--- config.mk ---
export PLATFORM = sky130hd
export DESIGN_NAME = seq_pattern_tx
export DESIGN_NICKNAME = d
export VERILOG_FILES = /design/src/rtl/seq_pkg.sv /design/src/rtl/seq_tx_shreg.sv /design/src/rtl/seq_pattern_tx.sv
export SDC_FILE = /design/constraint.sdc
export NUM_CORES = 1
export LEC_CHECK = 0
export CORE_ASPECT_RATIO = 0.8
export CORE_MARGIN = 2
export CORE_UTILIZATION = 40
export DETAILED_ROUTE_END_ITERATION = 7
export GPL_TIMING_DRIVEN = 1
export PLACE_DENSITY = 0.75
export SYNTH_ARGS = -nofsm -noshare
export SYNTH_HDL_FRONTEND = slang
export SYNTH_SLANG_ARGS = --single-unit
--- constraint.sdc ---
create_clock -name clk -period 5.33 [get_ports clk]
set_clock_uncertainty 0.05 [all_clocks]
set_input_delay 1.599 -clock clk [delete_from_list [all_inputs] [get_ports clk]]
set_output_delay 1.599 -clock clk [all_outputs]
set_load 0.03 [all_outputs]
--- src/rtl/seq_pkg.sv ---
`default_nettype none
// +----------------------------------------------------------------------------+
// | seq_pkg                                                                     |
// | Shared state encoding and constants for the serial pattern transmitter.     |
// | Revision: 1.0                                                               |
// +----------------------------------------------------------------------------+
package seq_pkg;

   typedef enum logic [1:0] {
      IDLE = 2'd0,
      SEND = 2'd1,
      GAP  = 2'd2,
      DONE = 2'd3
   } seq_tx_state_t;

   localparam logic [4:0] SEQ_DEFAULT_PAT = 5'b11011;
   localparam int         SEQ_REPS_W      = 4;

endpackage
`default_nettype wire

--- src/rtl/seq_tx_shreg.sv ---
`default_nettype none
// +----------------------------------------------------------------------------+
// | seq_tx_shreg                                                                |
// | Parallel-load pattern store with a down-counting bit index. With the        |
// | SEQ_TX_PARITY_EN macro defined it also keeps a running frame parity.        |
// | Revision: 1.0                                                               |
// +----------------------------------------------------------------------------+
module seq_tx_shreg
   import seq_pkg::*;
#(
   parameter int MAX_LEN = 8,
   parameter int LW      = 3
) (
   input  logic               clk,
   input  logic               rst_n,
   input  logic               load_i,
   input  logic               reload_i,
   input  logic               step_i,
   input  logic [MAX_LEN-1:0] pattern_i,
   input  logic [LW-1:0]      len_m1_i,
   output logic               idx_zero_o,
   output logic               nxt_bit_o,
   output logic               nxt_last_o
`ifdef SEQ_TX_PARITY_EN
   ,
   output logic               parity_o
`endif
);

   logic [MAX_LEN-1:0] pat_q, pat_d;
   logic [LW-1:0]      len_q, len_d;
   logic [LW-1:0]      idx_q, idx_d;

   // The *_d values describe the bit that will be on the line next cycle.
   always_comb begin
      pat_d = pat_q;
      len_d = len_q;
      idx_d = idx_q;
      if (load_i) begin
         pat_d = pattern_i;
         len_d = len_m1_i;
         idx_d = len_m1_i;
      end else if (reload_i) begin
         idx_d = len_q;
      end else if (step_i) begin
         idx_d = idx_q - 1'b1;
      end
   end

   assign nxt_bit_o  = pat_d[idx_d];
   assign nxt_last_o = (idx_d == '0);
   assign idx_zero_o = (idx_q == '0);

   always_ff @(posedge clk or negedge rst_n) begin
      if (!rst_n) begin
         pat_q <= '0;
         len_q <= '0;
         idx_q <= '0;
      end else begin
         pat_q <= pat_d;
         len_q <= len_d;
         idx_q <= idx_d;
      end
   end

`ifdef SEQ_TX_PARITY_EN
   logic par_q;

   always_ff @(posedge clk or negedge rst_n) begin
      if (!rst_n) begin
         par_q <= 1'b0;
      end else if (load_i || reload_i) begin
         par_q <= nxt_bit_o;
      end else if (step_i) begin
         par_q <= par_q ^ nxt_bit_o;
      end
   end

   assign parity_o = par_q;
`endif

endmodule
`default_nettype wire

--- src/rtl/seq_pattern_tx.sv ---
`default_nettype none
// +----------------------------------------------------------------------------+
// | seq_pattern_tx                                                              |
// | Repeating MSB-first serial pattern transmitter with idle gaps. Define       |
// | SEQ_TX_PARITY_EN to append an even-parity bit to every frame.               |
// | Revision: 1.0                                                               |
// +----------------------------------------------------------------------------+
module seq_pattern_tx
   import seq_pkg::*;
#(
   parameter int MAX_LEN    = 8,
   parameter int GAP_CYCLES = 2
) (
   input  logic                       clk,
   input  logic                       rst_n,
   input  logic                       start,
   input  logic [MAX_LEN-1:0]         pattern,
   input  logic [$clog2(MAX_LEN)-1:0] len_m1,
   input  logic [SEQ_REPS_W-1:0]      reps,
   output logic                       ready,
   output logic                       ser_out,
   output logic                       ser_valid,
   output logic                       frame_end,
   output logic                       done
);

   localparam int LW = $clog2(MAX_LEN);
   localparam int GW = (GAP_CYCLES > 1) ? $clog2(GAP_CYCLES) : 1;

   seq_tx_state_t         state_q;
   logic [SEQ_REPS_W-1:0] reps_left_q;
   logic [GW-1:0]         gap_cnt_q;
   logic                  ready_q, ser_out_q, ser_valid_q, frame_end_q, done_q;

   logic w_load, w_reload, w_step, w_more, w_frame_done;
   logic w_idx_zero, w_nxt_bit, w_nxt_last, w_bit_fe;

`ifdef SEQ_TX_PARITY_EN
   logic par_phase_q;
   logic w_parity;
   assign w_frame_done = w_idx_zero && par_phase_q;
   assign w_bit_fe     = 1'b0;
`else
   assign w_frame_done = w_idx_zero;
   assign w_bit_fe     = w_nxt_last;
`endif

   assign w_more   = (reps_left_q != '0);
   assign w_load   = (state_q == IDLE) && start;
   assign w_step   = (state_q == SEND) && !w_idx_zero;
   assign w_reload = ((state_q == SEND) && w_frame_done && w_more && (GAP_CYCLES == 0)) ||
                     ((state_q == GAP) && (gap_cnt_q == '0));

   seq_tx_shreg #(
      .MAX_LEN (MAX_LEN),
      .LW      (LW)
   ) u_shreg (
      .clk        (clk),
      .rst_n      (rst_n),
      .load_i     (w_load),
      .reload_i   (w_reload),
      .step_i     (w_step),
      .pattern_i  (pattern),
      .len_m1_i   (len_m1),
      .idx_zero_o (w_idx_zero),
      .nxt_bit_o  (w_nxt_bit),
      .nxt_last_o (w_nxt_last)
`ifdef SEQ_TX_PARITY_EN
      ,
      .parity_o   (w_parity)
`endif
   );

   // Outputs are loaded with what the line must show in the cycle after each edge.
   always_ff @(posedge clk or negedge rst_n) begin
      if (!rst_n) begin
         state_q     <= IDLE;
         reps_left_q <= '0;
         gap_cnt_q   <= '0;
         ready_q     <= 1'b1;
         ser_out_q   <= 1'b0;
         ser_valid_q <= 1'b0;
         frame_end_q <= 1'b0;
         done_q      <= 1'b0;
`ifdef SEQ_TX_PARITY_EN
         par_phase_q <= 1'b0;
`endif
      end else begin
         ready_q     <= 1'b0;
         ser_out_q   <= 1'b0;
         ser_valid_q <= 1'b0;
         frame_end_q <= 1'b0;
         done_q      <= 1'b0;
         case (state_q)
            IDLE: begin
               if (start) begin
                  state_q     <= SEND;
                  reps_left_q <= reps;
                  ser_out_q   <= w_nxt_bit;
                  ser_valid_q <= 1'b1;
                  frame_end_q <= w_bit_fe;
               end else begin
                  ready_q <= 1'b1;
               end
            end
            SEND: begin
               if (!w_frame_done) begin
`ifdef SEQ_TX_PARITY_EN
                  if (w_idx_zero) begin
                     par_phase_q <= 1'b1;
                     ser_out_q   <= w_parity;
                     ser_valid_q <= 1'b1;
                     frame_end_q <= 1'b1;
                  end else begin
                     ser_out_q   <= w_nxt_bit;
                     ser_valid_q <= 1'b1;
                     frame_end_q <= w_bit_fe;
                  end
`else
                  ser_out_q   <= w_nxt_bit;
                  ser_valid_q <= 1'b1;
                  frame_end_q <= w_bit_fe;
`endif
               end else begin
`ifdef SEQ_TX_PARITY_EN
                  par_phase_q <= 1'b0;
`endif
                  if (w_more) begin
                     reps_left_q <= reps_left_q - 1'b1;
                     if (GAP_CYCLES == 0) begin
                        ser_out_q   <= w_nxt_bit;
                        ser_valid_q <= 1'b1;
                        frame_end_q <= w_bit_fe;
                     end else begin
                        state_q   <= GAP;
                        gap_cnt_q <= GW'(GAP_CYCLES - 1);
                     end
                  end else begin
                     state_q <= DONE;
                     done_q  <= 1'b1;
                  end
               end
            end
            GAP: begin
               if (gap_cnt_q == '0) begin
                  state_q     <= SEND;
                  ser_out_q   <= w_nxt_bit;
                  ser_valid_q <= 1'b1;
                  frame_end_q <= w_bit_fe;
               end else begin
                  gap_cnt_q <= gap_cnt_q - 1'b1;
               end
            end
            DONE: begin
               state_q <= IDLE;
               ready_q <= 1'b1;
            end
            default: begin
               state_q <= IDLE;
               ready_q <= 1'b1;
            end
         endcase
      end
   end

   assign ready     = ready_q;
   assign ser_out   = ser_out_q;
   assign ser_valid = ser_valid_q;
   assign frame_end = frame_end_q;
   assign done      = done_q;

endmodule
`default_nettype wire

==> results of run 1 <==
==> Yosys cell counts <==
master,n
a2bb2oi_1,1
a21o_1,1
nand2_1,40
o21ai_0,9
a21boi_0,1
nand2b_1,2
clkbuf_1,1
a21oi_1,7
nand2b_4,1
a31oi_1,2
nor3_1,1
o21ai_1,2
o22ai_1,2
a311oi_2,1
a31o_1,1
nor3b_1,1
nor2_1,7
buf_2,2
nor2b_1,2
o31ai_1,1
and3b_1,1
dfrtp_1,25
nor4_1,1
mux2i_1,4
inv_1,7
mux2_2,1
inv_2,1
ha_1,9
and2b_1,1
and2_4,1
a21oi_4,1
a221oi_1,1
nand3_1,2
a311oi_1,1
or3_1,1
or3b_1,1
dfstp_2,1
nand3b_1,2
a21boi_2,1
==> final cells by class <==
cell class | count | area [sq um] | area share (%)
flip-flops and latches | 26 | 651.9 | 38.08
well taps | 42 | 52.55 | 3.070
clock inverters | 1 | 30.03 | 1.754
inverters | 8 | 30.03 | 1.754
clock buffers | 3 | 41.29 | 2.412
repair buffers | 23 | 227.7 | 13.30
multi-input cells | 110 | 678.2 | 39.62
==> power by group <==
group	total [mW]	internal, mW	switching [mW]	leakage (nW)
registers	0.339	0.289	0.0504	0.318
logic	0.546	0.229	0.317	0.444
clock network	0.162	0.101	0.0610	0.0357
==> logic make-up (layout without fill, tap and decap cells) <==
logic type | count (synthesis) | in the layout | synth area share [%]
simple gates | 64 | 64 | 21.77
buf+inv | 11 | 35 | 3.187
compound gates | 32 | 32 | 15.67
flops | 26 | 26 | 47.45
mux | 5 | 5 | 3.734
fa+ha+maj | 9 | 9 | 8.197
==> state kept, by name, summed over array words and instances, names as in the netlist <==
| register | cells |
|---|---|
| state_q | 2 |
| u_shreg.pat_q | 8 |
| ready | 1 |
| u_shreg.len_q | 3 |
| ser_valid | 1 |
| done | 1 |
| u_shreg.idx_q | 3 |
| reps_left_q | 4 |
| frame_end | 1 |
| gap_cnt_q | 1 |
| ser_out | 1 |
==> per-layer routing <==
metal  global-route usage (%)  wire (um)  part of all wire (%)  vias to the layer above
li1                         -          -                     -                      547
met3                    3.411         98                   3.5                        3
met4                    8.964         21                  0.75                        0
met2                    23.35       1278                    46                       21
met5                        0          0                     0                        -
met1                    21.35       1395                    50                      508
==> worst register-to-register path: stages, from the launching register on <==
cell     delay, ns
dfrtp_1       0.43
inv_1         0.10
ha_1          0.26
nand2_1       0.39
o21ai_0       0.20
o21ai_1       0.36
or3b_1        0.38
a31oi_1       0.17
==> path summary, 6_finish.rpt <==
path | startpoint | slack [ns] | endpoint
max reg2reg | state_q[0] | 2.91 | ser_out
min | u_shreg.pat_q[3] | 0.44 | u_shreg.pat_q[3]
max in group asynchronous | rst_n | 3.30 | ready
min reg2reg | u_shreg.pat_q[3] | 0.44 | u_shreg.pat_q[3]
min in group asynchronous | rst_n | 1.63 | ser_valid
max | start | 1.91 | ser_out
==> flow_summary.yaml, run 1 <==
timing:
  finalWorstSetupSlack_ns: 1.905
  fmaxAchievable_ghz: 0.2920
  period_needed_ns: 3.425
  worst_pin_slew_ns: 0.4801
  fin_setup_tns_ns: 0
  fin_crit_sh_pct: 64.25
  holdWs_ns: 0.4375
  setup_viol: 0
  rsz0062_at_grt: "false"
  maxSlewViolCount: 0
  hold_violations: 0
  slew_headroom_pct: 67.92
cts:
  holdBufCountCts: 0
  insertion_delay_ns: 0.28
  htree_levels: 1
  cts_tree: "yes"
  clock_path_buffers: 2
  root_buffer: "clkbuf_8"
  clk_pin_slew_ns: 0.09
  post_cts_resized: 0
  post_cts_buffers: 0
  cts_inserted_buffers: 3
  clock_sinks: 26
placement:
  portBuffers: 22
  place_area_sq_um: 1640
  place_inst: 209
  place.gp.congestion: 0.7914
  dpl_worst_slack_ns: 1.658
  dp_hpwl_um: 2151
yosys:
  syn-num-nets: 174
  ys_types: 39
  synth_area_per_cell_sq_um: 9.346
  synthCells: 147
  ys_seq_elements: 26
  synth_area_leaders: "dfrtp_1 (46%), nand2_1 (11%), ha_1 (8.2%)"
  synth_top_area_share_pct: 45.54
  ys_warn_count: 0
  synth_area_leader_cell: "dfrtp_1"
  netlist_area_sq_um: 1374
  synth-seq-area-share_pct: 47.45
route:
  drt_wl_total_um: 2795
  drtIter0Drc: 47
  drt-vias-per-instance: 5.066
  drcViolationCount: 0
  antenna_left: 0
  dr.pass1.iters: 4
  num_vias: 1079
  wl_per_cell_um: 13.12
final_layout:
  final_area_sq_um: 1712
  final_nets: 199
  area_delta_synth_final_pct: 24.59
  drive_gt1_share_pct: 7.602
  fill_cells: 304
  diodes: 0
  final_common_cell: "nand2_1"
  utilization_pct: 51.06
  final_cells: 213
  mostFrequentLayoutCells: "nand2_1 (40), dfrtp_1 (25), clkdlybuf4s50_1 (22)"
worst_hold_path:
  hp-class: "reg -> reg"
  hold_depth: 2
setup_path:
  crit_fanout: 15
  cp_cell_sequence: "clkdlybuf4s50_1 > nand2_1 > o21ai_0 > o21ai_1 > or3b_1 > a31oi_1"
  cp_num_cells: 6
  cp_top_family: "simple AND/OR/NAND/NOR gates"
  cp_num_buf_inv: 1
  worstPathRequired_ns: 5.48
  path_class: "in -> reg"
  cp.arrival_ns: 3.58
  critPathMaxStageDelay_ns: 0.46
  endpoint_kind: "flop"
  reg2reg_depth: 7
  startpoint_type: "input port"
  cp_slowest_cell: "clkdlybuf4s50_1"
floorplanning:
  row_count: 19
  die_y_um: 56.42
  core-area_sq_um: 3352
  dieArea_sq_um: 3922
  initial_core_util_pct: 40.99
  fp.dieW_um: 69.52
  pin_count: 23
power:
  peakVddDrop_uv: 293.8
  power_mw: 1.047
  p_per_area_nw_per_um2: 611.8
  power.leakage_nw: 0.7976
grt:
  grt_max_degree: 27
  antenna_found_initial: 0
  grt.total_usage_pct: 15.74
  gr-total-overflow: 0
  grt_first_pass_wirelength_um: 4823
  grt_pass1_vias: 1083
flow_run:
  maxCapViolCount: 0
outcome:
  status: "complete, no violations"
Power figures use the tool's default switching activity.
==> run 2: changes to the inputs <==
Clock period 5.33 ns to 3.45 ns, I/O delays scaled along.
==> run 2 against run 1 <==
Compared with the run above:
- via count grew 3.2%
- register-to-register slack lost 2.0 ns
- sequential power grew 55%
- worst setup slack lost 1.3 ns
- sequential cell count is the same
- die area unchanged
- clock-buffer cell count is the same
- critical path type unchanged
- highest routed layer unchanged
==> flow_summary.yaml, run 2 (synthesis gave the netlist of run 1 again) <==
outcome:
  status: "complete, no violations"
final_layout:
  area_delta_synth_final_pct: 25.14
  largest_register_ffs: 8
  utilization_pct: 51.29
  diodes: 0
  fill_cells: 299
  final_common_cell: "nand2_1"
  mostFrequentLayoutCells: "nand2_1 (40), dfrtp_1 (25), clkdlybuf4s50_1 (22)"
  final_nets: 200
  final_area_sq_um: 1719
  drive_gt1_share_pct: 8.140
  reg.largest.list: "u_shreg.pat_q x8, reps_left_q x4"
  top_register: "u_shreg.pat_q"
setup_path:
  path_class: "in -> reg"
  crit_fanout: 13
  cp_cell_sequence: "clkdlybuf4s50_1 > and2_4 > o31ai_1 > a21oi_4 > mux2i_1 > or3b_1 > a31oi_1"
  startpoint_type: "input port"
  cp_slowest_cell: "clkdlybuf4s50_1"
  cp.arrival_ns: 3.00
  worstPathRequired_ns: 3.59
  critPathMaxStageDelay_ns: 0.47
  endpoint_kind: "flop"
placement:
  dp_hpwl_um: 2261
  place_area_sq_um: 1648
  place.gp.congestion: 0.8067
  portBuffers: 22
floorplanning:
  fp.dieW_um: 69.52
  dieArea_sq_um: 3922
  die_y_um: 56.42
  row_count: 19
  initial_core_util_pct: 40.99
  pin_count: 23
  core-area_sq_um: 3352
route:
  num_vias: 1114
  antenna_left: 0
  drt_wl_total_um: 2998
  drcViolationCount: 0
  drt-vias-per-instance: 5.206
  wl_per_cell_um: 14.01
  dr.pass1.iters: 6
  drtIter0Drc: 84
cts:
  root_buffer: "clkbuf_8"
  holdBufCountCts: 0
  post_cts_buffers: 0
  cts_inserted_buffers: 3
  clock_sinks: 26
  clk_pin_slew_ns: 0.09
  cts_tree: "yes"
  insertion_delay_ns: 0.27
  post_cts_resized: 0
  htree_levels: 1
  clock_path_buffers: 2
timing:
  fmaxAchievable_ghz: 0.3493
  rsz0062_at_grt: "false"
  slew_headroom_pct: 68.07
  hold_violations: 0
  worst_pin_slew_ns: 0.4789
  maxSlewViolCount: 0
  fin_crit_sh_pct: 82.97
  fin_setup_tns_ns: 0
  period_needed_ns: 2.863
  setup_viol: 0
  holdWs_ns: 0.4275
power:
  peakVddDrop_uv: 421.1
  p_per_area_nw_per_um2: 957.4
  power.leakage_nw: 0.8020
  power_mw: 1.646
worst_hold_path:
  hp-class: "reg -> reg"
grt:
  gr-total-overflow: 0
  grt_first_pass_wirelength_um: 5085
  grt_max_degree: 27
  grt.total_usage_pct: 16.24
  antenna_found_initial: 0
  grt_pass1_vias: 1106
flow_run:
  maxCapViolCount: 0
run 2: path summary, 6_finish.rpt:
path,start,to,slack (ns),cells past startpoint
worst max-delay path,start,ser_out,0.59,7
worst min-delay path,u_shreg.len_q[1],u_shreg.len_q[1],0.43,2
worst max register to register,state_q[1],ser_out,0.94,8
worst min register to register,u_shreg.len_q[1],u_shreg.len_q[1],0.43,2
max in group asynchronous,rst_n,ready,1.97,2
min in group asynchronous,rst_n,reps_left_q[0],1.07,2
run 2: cell type report:
cell class                      count  area (sq um)  area share [%]
Tap cell                           42         52.55           3.057
Sequential cell                    26         651.9           37.92
Timing Repair Buffer               24         235.2           13.68
Clock inverter                      1         30.03           1.747
Multi-Input combinational cell    110         678.2           39.45
Clock buffer                        3         41.29           2.402
Inverter                            8         30.03           1.747
run 2: through the flow:
stage | worst slack, ns | cells
finish | 0.5874 | 214
global route | 0.5389 | 214
CTS | 0.5886 | 214
detailed placement | 0.3010 | 210
global placement | 0.4929 | 210
floorplan | 1.080 | 147
run 2: power breakdown:
part	total [mW]	switching, mW	internal [mW]
Combinational	0.872	0.512	0.359
Sequential	0.526	0.0794	0.446
Clock	0.248	0.0929	0.155
Total	1.65	0.685	0.961
run 2: routing by layer:
metal | share of wire [%] | vias to the layer above | global-route usage, %
met2 | 48 | 37 | 25.27
met5 | 0 | - | 0
met1 | 46 | 526 | 22.82
met3 | 4.8 | 4 | 3.950
met4 | 0.87 | 0 | 4.202
li1 | - | 547 | -
run 2: critical path: cells and delay by family:
| family | cells | cell delay (ns) |
|---|---|---|
| simple gates | 2 | 0.62 |
| buf+inv | 1 | 0.47 |
| compound gates | 3 | 0.74 |
| mux | 1 | 0.14 |
